File: src/rtl/mem_wb_stage.sv
// Memory / writeback stage: issues data-memory and memory-mapped IO accesses
// for the instruction in execute, then produces the register-file writeback
// (also returned to execute as forwarding data) one cycle later.
module mem_wb_stage #(
    parameter int          DMEM_AWIDTH = 14,
    parameter logic [31:0] IO_BASE     = 32'h8000_0000
) (
    input  logic                   clk,
    input  logic                   rst,
    input  logic                   kill_i,
    input  logic [31:0]            alu_result_i,
    input  logic [31:0]            mem_write_i,
    input  logic [4:0]             wb_addr_i,
    input  logic [1:0]             control_wr_mux_i,
    input  logic [31:0]            pc_plus_i,
    input  logic [2:0]             funct3_i,
    input  logic                   reg_write_i,
    input  logic                   mem_read_i,
    input  logic                   mem_write_en_i,
    output logic [DMEM_AWIDTH-1:0] dmem_addr_o,
    output logic [3:0]             dmem_we_o,
    output logic [31:0]            dmem_din_o,
    input  logic [31:0]            dmem_dout_i,
    output logic [7:0]             uart_tx_data_o,
    output logic                   uart_tx_valid_o,
    input  logic                   uart_tx_ready_i,
    input  logic [7:0]             uart_rx_data_i,
    input  logic                   uart_rx_valid_i,
    output logic                   uart_rx_ready_o,
    output logic                   wb_en_o,
    output logic [4:0]             wb_addr_o,
    output logic [31:0]            wb_data_o,
    output logic [31:0]            forward_data_o
);

    localparam logic [31:0] OFF_STATUS = 32'h00;
    localparam logic [31:0] OFF_RXDATA = 32'h04;
    localparam logic [31:0] OFF_TXDATA = 32'h08;
    localparam logic [31:0] OFF_CYCLE  = 32'h10;
    localparam logic [31:0] OFF_INSTR  = 32'h14;
    localparam logic [31:0] OFF_CLEAR  = 32'h18;

    // Pick the addressed byte/halfword out of a word and extend it per funct3.
    function automatic logic [31:0] load_extract(input logic [31:0] word,
                                                 input logic [1:0]  off,
                                                 input logic [2:0]  f3);
        logic [7:0]  b;
        logic [15:0] h;
        b = word[{off, 3'b000} +: 8];
        h = off[1] ? word[31:16] : word[15:0];
        case (f3)
            3'b000:  load_extract = {{24{b[7]}}, b};
            3'b100:  load_extract = {24'b0, b};
            3'b001:  load_extract = {{16{h[15]}}, h};
            3'b101:  load_extract = {16'b0, h};
            default: load_extract = word;
        endcase
    endfunction

    logic        is_dmem, is_io, st_eff, ld_eff, io_clr;
    logic [31:0] io_off, io_rd_val, load_word, load_val;

    logic [4:0]  wb_addr_d,  wb_addr_q;
    logic [1:0]  wr_mux_d,   wr_mux_q;
    logic [31:0] pc_plus_d,  pc_plus_q;
    logic [31:0] alu_d,      alu_q;
    logic [2:0]  funct3_d,   funct3_q;
    logic [1:0]  off_d,      off_q;
    logic        sel_dmem_d, sel_dmem_q;
    logic        sel_io_d,   sel_io_q;
    logic [31:0] io_val_d,   io_val_q;
    logic        reg_write_d, reg_write_q;
    logic        valid_d,    valid_q;
    logic [31:0] cycle_cnt_d, cycle_cnt_q;
    logic [31:0] inst_cnt_d,  inst_cnt_q;

    // Cycle N: address decode, memory/UART strobes and IO read mux.
    always_comb begin
        is_dmem = (alu_result_i[31:28] == 4'b0001) || (alu_result_i[31:28] == 4'b0011);
        is_io   = (alu_result_i[31:28] == 4'b1000);
        io_off  = alu_result_i - IO_BASE;
        // Strobes are gated by rst so an instruction caught in reset has no effect.
        st_eff  = mem_write_en_i & ~kill_i & ~rst;
        ld_eff  = mem_read_i & ~kill_i & ~rst;

        dmem_addr_o = alu_result_i[DMEM_AWIDTH+1:2];
        dmem_we_o   = 4'b0000;
        if (st_eff && is_dmem) begin
            case (funct3_i)
                3'b000:  dmem_we_o = 4'b0001 << alu_result_i[1:0];
                3'b001:  dmem_we_o = 4'b0011 << {alu_result_i[1], 1'b0};
                3'b010:  dmem_we_o = 4'b1111;
                default: dmem_we_o = 4'b0000;
            endcase
        end
        // Replicating the store data means the byte enables alone select the lane.
        case (funct3_i[1:0])
            2'b00:   dmem_din_o = {4{mem_write_i[7:0]}};
            2'b01:   dmem_din_o = {2{mem_write_i[15:0]}};
            default: dmem_din_o = mem_write_i;
        endcase

        uart_tx_valid_o = st_eff & is_io & (io_off == OFF_TXDATA);
        uart_tx_data_o  = mem_write_i[7:0];
        uart_rx_ready_o = ld_eff & is_io & (io_off == OFF_RXDATA);
        io_clr          = st_eff & is_io & (io_off == OFF_CLEAR);

        io_rd_val = 32'b0;
        if (is_io) begin
            case (io_off)
                OFF_STATUS: io_rd_val = {30'b0, uart_rx_valid_i, uart_tx_ready_i};
                OFF_RXDATA: io_rd_val = {24'b0, uart_rx_data_i};
                OFF_CYCLE:  io_rd_val = cycle_cnt_q;
                OFF_INSTR:  io_rd_val = inst_cnt_q;
                default:    io_rd_val = 32'b0;
            endcase
        end
    end

    // Next-state for the stage register and the two counters.
    always_comb begin
        wb_addr_d   = wb_addr_i;
        wr_mux_d    = control_wr_mux_i;
        pc_plus_d   = pc_plus_i;
        alu_d       = alu_result_i;
        funct3_d    = funct3_i;
        off_d       = alu_result_i[1:0];
        sel_dmem_d  = is_dmem;
        sel_io_d    = is_io;
        io_val_d    = io_rd_val;
        reg_write_d = reg_write_i & ~kill_i;
        valid_d     = ~kill_i;
        // A clear store wins over the increment in the same cycle.
        cycle_cnt_d = io_clr ? 32'b0 : cycle_cnt_q + 32'd1;
        inst_cnt_d  = io_clr ? 32'b0 : inst_cnt_q + {31'b0, valid_q};
    end

    // Stage register and counters; synchronous reset clears everything.
    always_ff @(posedge clk) begin
        if (rst) begin
            wb_addr_q   <= '0;
            wr_mux_q    <= '0;
            pc_plus_q   <= '0;
            alu_q       <= '0;
            funct3_q    <= '0;
            off_q       <= '0;
            sel_dmem_q  <= 1'b0;
            sel_io_q    <= 1'b0;
            io_val_q    <= '0;
            reg_write_q <= 1'b0;
            valid_q     <= 1'b0;
            cycle_cnt_q <= '0;
            inst_cnt_q  <= '0;
        end else begin
            wb_addr_q   <= wb_addr_d;
            wr_mux_q    <= wr_mux_d;
            pc_plus_q   <= pc_plus_d;
            alu_q       <= alu_d;
            funct3_q    <= funct3_d;
            off_q       <= off_d;
            sel_dmem_q  <= sel_dmem_d;
            sel_io_q    <= sel_io_d;
            io_val_q    <= io_val_d;
            reg_write_q <= reg_write_d;
            valid_q     <= valid_d;
            cycle_cnt_q <= cycle_cnt_d;
            inst_cnt_q  <= inst_cnt_d;
        end
    end

    // Cycle N+1: load extraction and writeback mux.
    always_comb begin
        if (sel_dmem_q)    load_word = dmem_dout_i;
        else if (sel_io_q) load_word = io_val_q;
        else               load_word = 32'b0;
        load_val = load_extract(load_word, off_q, funct3_q);

        case (wr_mux_q)
            2'b00:   wb_data_o = alu_q;
            2'b01:   wb_data_o = load_val;
            2'b10:   wb_data_o = pc_plus_q;
            default: wb_data_o = 32'b0;
        endcase
        wb_en_o        = reg_write_q & (wb_addr_q != 5'd0);
        wb_addr_o      = wb_addr_q;
        forward_data_o = wb_data_o;
    end

endmodule

File: config.mk
export PLATFORM = sky130hd
export DESIGN_NAME = mem_wb_stage
export DESIGN_NICKNAME = d
export VERILOG_FILES = /design/src/rtl/mem_wb_stage.sv
export SDC_FILE = /design/constraint.sdc
export NUM_CORES = 1
export LEC_CHECK = 0
export CAP_MARGIN = 5
export CORE_MARGIN = 1
export CORE_UTILIZATION = 45
export DETAILED_ROUTE_END_ITERATION = 12
export PLACE_DENSITY = 0.79
export SLEW_MARGIN = 20
export SYNTH_ARGS = -nofsm -noshare
export SYNTH_HDL_FRONTEND = slang
export SYNTH_SLANG_ARGS = --single-unit
File: constraint.sdc
create_clock -name clk -period 3.2 [get_ports clk]
set_input_delay 0.64 -clock clk [delete_from_list [all_inputs] [get_ports clk]]
set_output_delay 0.64 -clock clk [all_outputs]
set_load 0.1 [all_outputs]
==> results of run 1 <==
per-layer routing:
metal / wire length, um / up-vias / global-route usage [%]
met5: 0 / - / 0
li1: - / 3704 / -
met4: 816 / 0 / 11.6
met1: 11300 / 3844 / 35.7
met3: 2710 / 65 / 7.19
met2: 14900 / 421 / 53.2
cells in the mapped netlist, types with 3 or more instances:
cell and instances:
nor3_1 12, a21oi_1 5, buf_4 62, o221ai_1 15, nand2_1 63, clkbuf_1 44
a22oi_1 29, nand2b_1 3, or4_1 4, ha_1 3, inv_1 20, and2_1 3
xor2_1 26, dfxtp_1 174, a21boi_0 7, nand3_1 20, buf_6 3, nor2_1 117
o32ai_1 7, o22ai_1 7, a221oi_1 10, or3_1 4, nand4_1 21, and3_1 9
nor2b_1 84, mux2i_1 71, mux2_2 22, o21ai_0 11, mux4_2 4, xnor2_1 34
and4_1 4, buf_1 5, nor4_1 14
power groups by stage:
stage	registers, mW	clock network [mW]	logic [mW]
6_report	2.25	2.13	1.97
3_3_place_gp	2.30	0	1.94
5_1_grt	2.25	2.23	2.02
3_5_place_dp	2.30	0	1.95
2_1_floorplan	2.31	0	1.25
4_1_cts	2.25	2.14	1.96
timing repair:
item,CTS,global route
resized for setup,21,8
endpoints found under the setup margin,59,39
gates cloned,1,1
pin swaps,4,7
buffers inserted,0,2
endpoints found under the hold margin,0,0
area by class of cell:
class / count / area [um2]
fillers: 1209 / 4820
multi-input cells: 633 / 4760
repair buffers: 339 / 4220
flip-flops and latches: 174 / 3490
clock buffers: 18 / 439
well taps: 229 / 287
clock inverters: 14 / 168
inverters: 21 / 78.8
diodes: 1 / 2.50
path summary, 6_finish.rpt:
| kind | endpoint | startpoint |
|---|---|---|
| min | sel_io_q | rst |
| max | uart_rx_ready_o | alu_result_i[19] |
| min reg2reg | cycle_cnt_q[0] | cycle_cnt_q[0] |
| max reg2reg | cycle_cnt_q[24] | cycle_cnt_q[0] |
flip-flops by register name, indices dropped and copies added (netlist names):
signal / count
alu_q: 32
funct3_q: 3
cycle_cnt_q: 32
wb_addr_o: 5
valid_q: 1
inst_cnt_q: 32
reg_write_q: 1
sel_dmem_q: 1
pc_plus_q: 32
io_val_q: 32
wr_mux_q: 2
sel_io_q: 1
worst max-delay path, cell delays in order:
cell and delay, ns:
clkdlybuf4s50_1 0.42, nor4_1 0.43, nand4_1 0.29, buf_4 0.23
nor4_4 0.30, buf_12 0.22
cells by family (layout without fill, tap and decap cells):
logic type      after synthesis  after routing
fa+ha+maj                     3              3
compound gates              102            103
simple gates                370            370
buf+inv                     137            392
xor+xnor                     60             60
mux                          97             97
other cells                   0              1
flops                       174            174
==> flow_summary_export.csv, run 1 <==
group,metric,value,unit
run_status,status,"finished clean",
floorplanning,die-area,0.0195,mm2
floorplanning,rows,49,
critical_path,startpoint_type,"primary input",
floorplanning,ios,284,
power_and_ir_drop,power.ir.vdd_worst,0.377,mV
timing,hold_ws,0.423,ns
synth,yosysWarnings,0,
power_and_ir_drop,powerDensity,472,mW/mm2
final_layout,layout_commonest_cell,"dfxtp_1",
timing,fin_worst_skew,0.00573,ns
clocking,clock-sinks,174,
final_layout,final_util,73.6,%
power_and_ir_drop,p_leak,5.08,nW
synth,synthSimpleGateAreaFrac,22.0,%
global_route,grt_first_pass_wirelength,44600,um
critical_path,ff2ff_path_depth,6,
synth,yosysSeqAreaShare,40.9,%
placed_design,io_buffers,283,
clocking,cts-buffers-inserted,17,
synth,synth_fa_ha_area_share,0.441,%
floorplanning,die_w,140,um
route,routed_wl,29700,um
timing,finalSetupViolCount,0,
power_and_ir_drop,seqPwrFrac,35.5,%
global_route,antenna_found_initial,0,
critical_path,crit_fanout,3,
timing,finalCritPeriodShare,99.0,%
run,maxCapViolCount,0,
floorplanning,die-height,140,um
global_route,grt-ovfl-total,0,
timing,rsz0062_at_grt,"yes",
critical_path,required,2.56,ns
power_and_ir_drop,p_total,6.35,mW
route,num_vias,8034,
final_layout,stdcell_count,1429,
synth,synth_compound_gate_area_share,9.07,%
synth,synth_xor_area_share,6.17,%
timing,worst_slack,0.0304,ns
clocking,hold_buffers,0,
route,dr.first_iter.drc_count,704,
placed_design,dpl_cell_area,0.0127,mm2
clocking,htreeDepth,4,
synth,netlist.area_leader.share,40.9,%
synth,synth_edf_count,0,
clocking,clock_latency,0.43,ns
synth,synth_flop_cell,"dfxtp_1",
floorplanning,start_util,46.6,%
route,drt_first_pass_iters,6,
route,postRouteAntennaNets,0,
placed_design,placed_cells,1392,
timing,max_freq,0.316,GHz
hold_path,hold_depth,2,
placed_design,dpl_worst_slack,-0.178,ns
power_and_ir_drop,p_sw_share,34.0,%
synth,syn_inst,943,
timing,fin_setup_tns,0,ns
clocking,cts_tree,"done",
power_and_ir_drop,comb_power_share,31.0,%
floorplanning,core-area,0.0183,mm2
hold_path,hp-class,"in2reg",
critical_path,path_class,"in2out",
timing,hold_violations,0,
critical_path,critPathArrivalTime,2.53,ns
power_and_ir_drop,power_frac_clock,33.5,%
synth,synth_top_family_by_area,"simple AND/OR/NAND/NOR gates",
timing,fin_crit,3.17,ns
final_layout,final_cell_mix,"dfxtp_1 (168), clkdlybuf4s50_1 (143), nor2_1 (116)",
synth,syn_nets,1100,
synth,yosysUniqueCellTypes,54,
synth,postSynthAreaPerCell,9.03,um2
clocking,clk_pin_slew,0.06,ns
placed_design,hpwl,22600,um
global_route,grt_max_degree,77,
global_route,grt_usage,30.3,%
power_and_ir_drop,p_int,4.19,mW
global_route,grt_pass1_vias,7889,
critical_path,cp-end-kind,"output pin",
clocking,root_buffer,"clkbuf_16",
synth,syn_area,0.00851,mm2
final_layout,area_growth,58.0,%
timing,worst_slew_pin_slew,0.835,ns
timing,relSlewSlack,44.2,%
synth,yosys-top-cells-area,"dfxtp_1 (41%), mux2i_1 (8.4%), nor2b_1 (6.2%), buf_4 (5.5%), nor2_1 (5.2%)",
critical_path,rrSetupSlack,0.94,ns
power_and_ir_drop,p_switching,2.16,mW
route,avgRoutedWirePerCell,20.8,um
final_layout,num-nets-final,1343,
synth,synth.area.mux_share,12.3,%
timing,slew_violations,0,
clocking,clock_path_buffers,2,
synth,synth_area_leader_cell,"dfxtp_1",
final_layout,drive_gt1_share,25.3,%
route,viasPerCell,5.62,
synth,synth-seq-cells,174,
final_layout,stdcell_area,0.0134,mm2
synth,async_reset_ff_share,0,%
route,post-route-drc-count,0,
placed_design,place_congestion,0.958,
Power figures use the tool's default switching activity.
==> run 2: changes to the inputs <==
--- a/config.mk
+++ b/config.mk
@@ -7,9 +7,9 @@
 export LEC_CHECK = 0
 export CAP_MARGIN = 5
 export CORE_MARGIN = 1
-export CORE_UTILIZATION = 45
+export CORE_UTILIZATION = 42
 export DETAILED_ROUTE_END_ITERATION = 12
-export PLACE_DENSITY = 0.79
+export PLACE_DENSITY = 0.77
 export SLEW_MARGIN = 20
 export SYNTH_ARGS = -nofsm -noshare
 export SYNTH_HDL_FRONTEND = slang
==> constraint.sdc (replaced) <==
create_clock -name clk -period 2.9 [get_ports clk]
set_input_delay 0.58 -clock clk [delete_from_list [all_inputs] [get_ports clk]]
set_output_delay 0.58 -clock clk [all_outputs]
set_load 0.1 [all_outputs]
==> run 2 against run 1 <==
  * The run now ends with negative setup slack left
  * Largest power group unchanged
  * Power increased by 9.5%
  * Non-clock buffer count increased by 43
  * Critical path depth unchanged
  * Routed wire length increased by 8.7%
==> flow_summary_export.csv, run 2 (same netlist as run 1, synthesis figures left out) <==
group,metric,value,unit
timing,relSlewSlack,44.0,%
route,postRouteAntennaNets,0,
power_and_ir_drop,powerDensity,484,mW/mm2
floorplanning,rows,51,
clocking,clock_path_buffers,2,
placed_design,place_congestion,0.937,
route,dr.first_iter.drc_count,685,
timing,max_freq,0.323,GHz
route,post-route-drc-count,0,
clocking,clock-sinks,174,
timing,rsz0062_at_grt,"yes",
hold_path,hp-class,"in2reg",
final_layout,fillers,1279,
power_and_ir_drop,p_int,4.51,mW
timing,slew_violations,0,
critical_path,critPathArrivalTime,2.52,ns
clocking,htreeDepth,4,
global_route,grt_pass1_vias,7871,
final_layout,final_util,73.0,%
critical_path,cp-end-kind,"output pin",
final_layout,drive_gt1_share,32.0,%
power_and_ir_drop,power.ir.vdd_worst,0.469,mV
critical_path,startpoint_type,"flip-flop",
hold_path,hold_path_startpoint,"alu_result_i[29]",
clocking,root_buffer,"clkbuf_16",
power_and_ir_drop,power_frac_clock,31.4,%
global_route,grt_max_degree,77,
critical_path,worstSetupStartpoint,"wr_mux_q[1]",
route,avgRoutedWirePerCell,21.4,um
timing,finalSetupViolCount,59,
run_status,violations,"negative setup slack",
placed_design,io_buffers,283,
floorplanning,die-height,144,um
power_and_ir_drop,p_total,6.95,mW
power_and_ir_drop,seqPwrFrac,35.8,%
timing,worst_slew_pin_slew,0.841,ns
floorplanning,ios,284,
final_layout,layout_commonest_cell,"dfxtp_1",
clocking,cts-buffers-inserted,17,
route,routed_wl,32300,um
timing,fin_worst_skew,0.0110,ns
final_layout,final_cell_mix,"dfxtp_1 (168), clkdlybuf4s50_1 (133), nor2_1 (115)",
run_status,status,"complete, but fails checks",
clocking,clk_pin_slew,0.07,ns
floorplanning,die_w,144,um
global_route,grt_first_pass_wirelength,45000,um
timing,fin_crit,3.10,ns
global_route,grt-ovfl-total,0,
final_layout,num-nets-final,1385,
route,num_vias,8247,
placed_design,hpwl,23400,um
clocking,clock_latency,0.43,ns
route,viasPerCell,5.47,
critical_path,r2r_start,"cycle_cnt_q[0]",
timing,finalCritPeriodShare,107,%
global_route,antenna_found_initial,3,
critical_path,path_class,"reg2out",
final_layout,area_growth,68.5,%
placed_design,dpl_worst_slack,-0.290,ns
power_and_ir_drop,p_leak,5.51,nW
floorplanning,die-area,0.0208,mm2
global_route,grt_usage,29.2,%
critical_path,crit_fanout,5,
power_and_ir_drop,comb_power_share,32.8,%
run,maxCapViolCount,0,
timing,worst_slack,-0.198,ns
power_and_ir_drop,p_switching,2.44,mW
power_and_ir_drop,p_sw_share,35.1,%
timing,hold_violations,0,
timing,hold_ws,0.465,ns
route,drt_first_pass_iters,6,
floorplanning,start_util,43.3,%
critical_path,required,2.32,ns
clocking,cts_tree,"done",
floorplanning,core-area,0.0197,mm2
==> run 2: cell types whose count changed in the layout (fill, tap and decap cells not counted), moves of 6 or more <==
cell             delta
clkdlybuf4s50_1    -10
o221ai_4            +7
a22oi_1            -18
buf_12              +8
o21ai_2             +8
dlymetal6s2s_1      +6
o21ai_1             -8
a22oi_2            +18
a21boi_0            -7
a21boi_4            +7
buf_4              +28
==> run 2: worst paths after layout <==
path	endpoint	slack (ns)	cells after the start
worst max-delay path	forward_data_o[23]	-0.20	6
worst max register to register	cycle_cnt_q[24]	0.62	6
worst min register to register	cycle_cnt_q[0]	0.48	1
worst min-delay path	alu_q[29]	0.46	2
==> run 2: power by group through the flow <==
stage          sequential, mW  combinational (mW)  clock [mW]
3_3_place_gp             2.53                2.19           0
6_report                 2.48                2.28        2.18
4_1_cts                  2.48                2.25        2.17
3_5_place_dp             2.53                2.21           0
2_1_floorplan            2.55                1.42           0
5_1_grt                  2.49                2.34        2.30
==> run 2: routing by layer <==
metal / share of wire (%) / track usage [%]
met1: 39 / 37.9
met2: 49 / 47.1
met3: 10 / 7.68
met4: 2.1 / 9.09
met5: 0.037 / 0
==> run 2: critical path: stages, from the launching register on <==
cell      delay, ns
dfxtp_2        0.34
or4b_4         0.56
or3_1          0.33
o32a_1         0.19
o21a_4         0.18
o211ai_1       0.25
buf_12         0.24
==> run 2: layout make-up <==
| class | instances | area (um2) | area share [%] |
|---|---|---|---|
| Antenna cell | 2 | 5.00 | 0.0349 |
| Multi-Input combinational cell | 632 | 5170 | 36.1 |
| Tap cell | 265 | 332 | 2.31 |
| Inverter | 21 | 78.8 | 0.550 |
| Clock inverter | 12 | 114 | 0.794 |
| Clock buffer | 19 | 443 | 3.09 |
| Timing Repair Buffer | 382 | 4700 | 32.8 |
| Sequential cell | 174 | 3500 | 24.4 |
==> run 2: stage by stage <==
stage | setup TNS (ns) | area, um2 | cells
2_1_floorplan | -8.96 | 9270 | 943
3_3_place_gp | -15.19 | 13200 | 1454
3_5_place_dp | -15.11 | 13200 | 1454
4_1_cts | -4.72 | 14000 | 1491
5_1_grt | -10.87 | 14300 | 1506
6_report | -6.83 | 14300 | 1507
==> run 2: what timing repair did <==
item | 4_1_cts | 5_1_grt
hold buffers | 0 | 0
cloned | 1 | 2
pin swaps | 19 | 17
setup endpoints to repair | 67 | 66
buffers inserted | 5 | 13
hold endpoints to repair | 0 | 0
resized for setup | 44 | 54
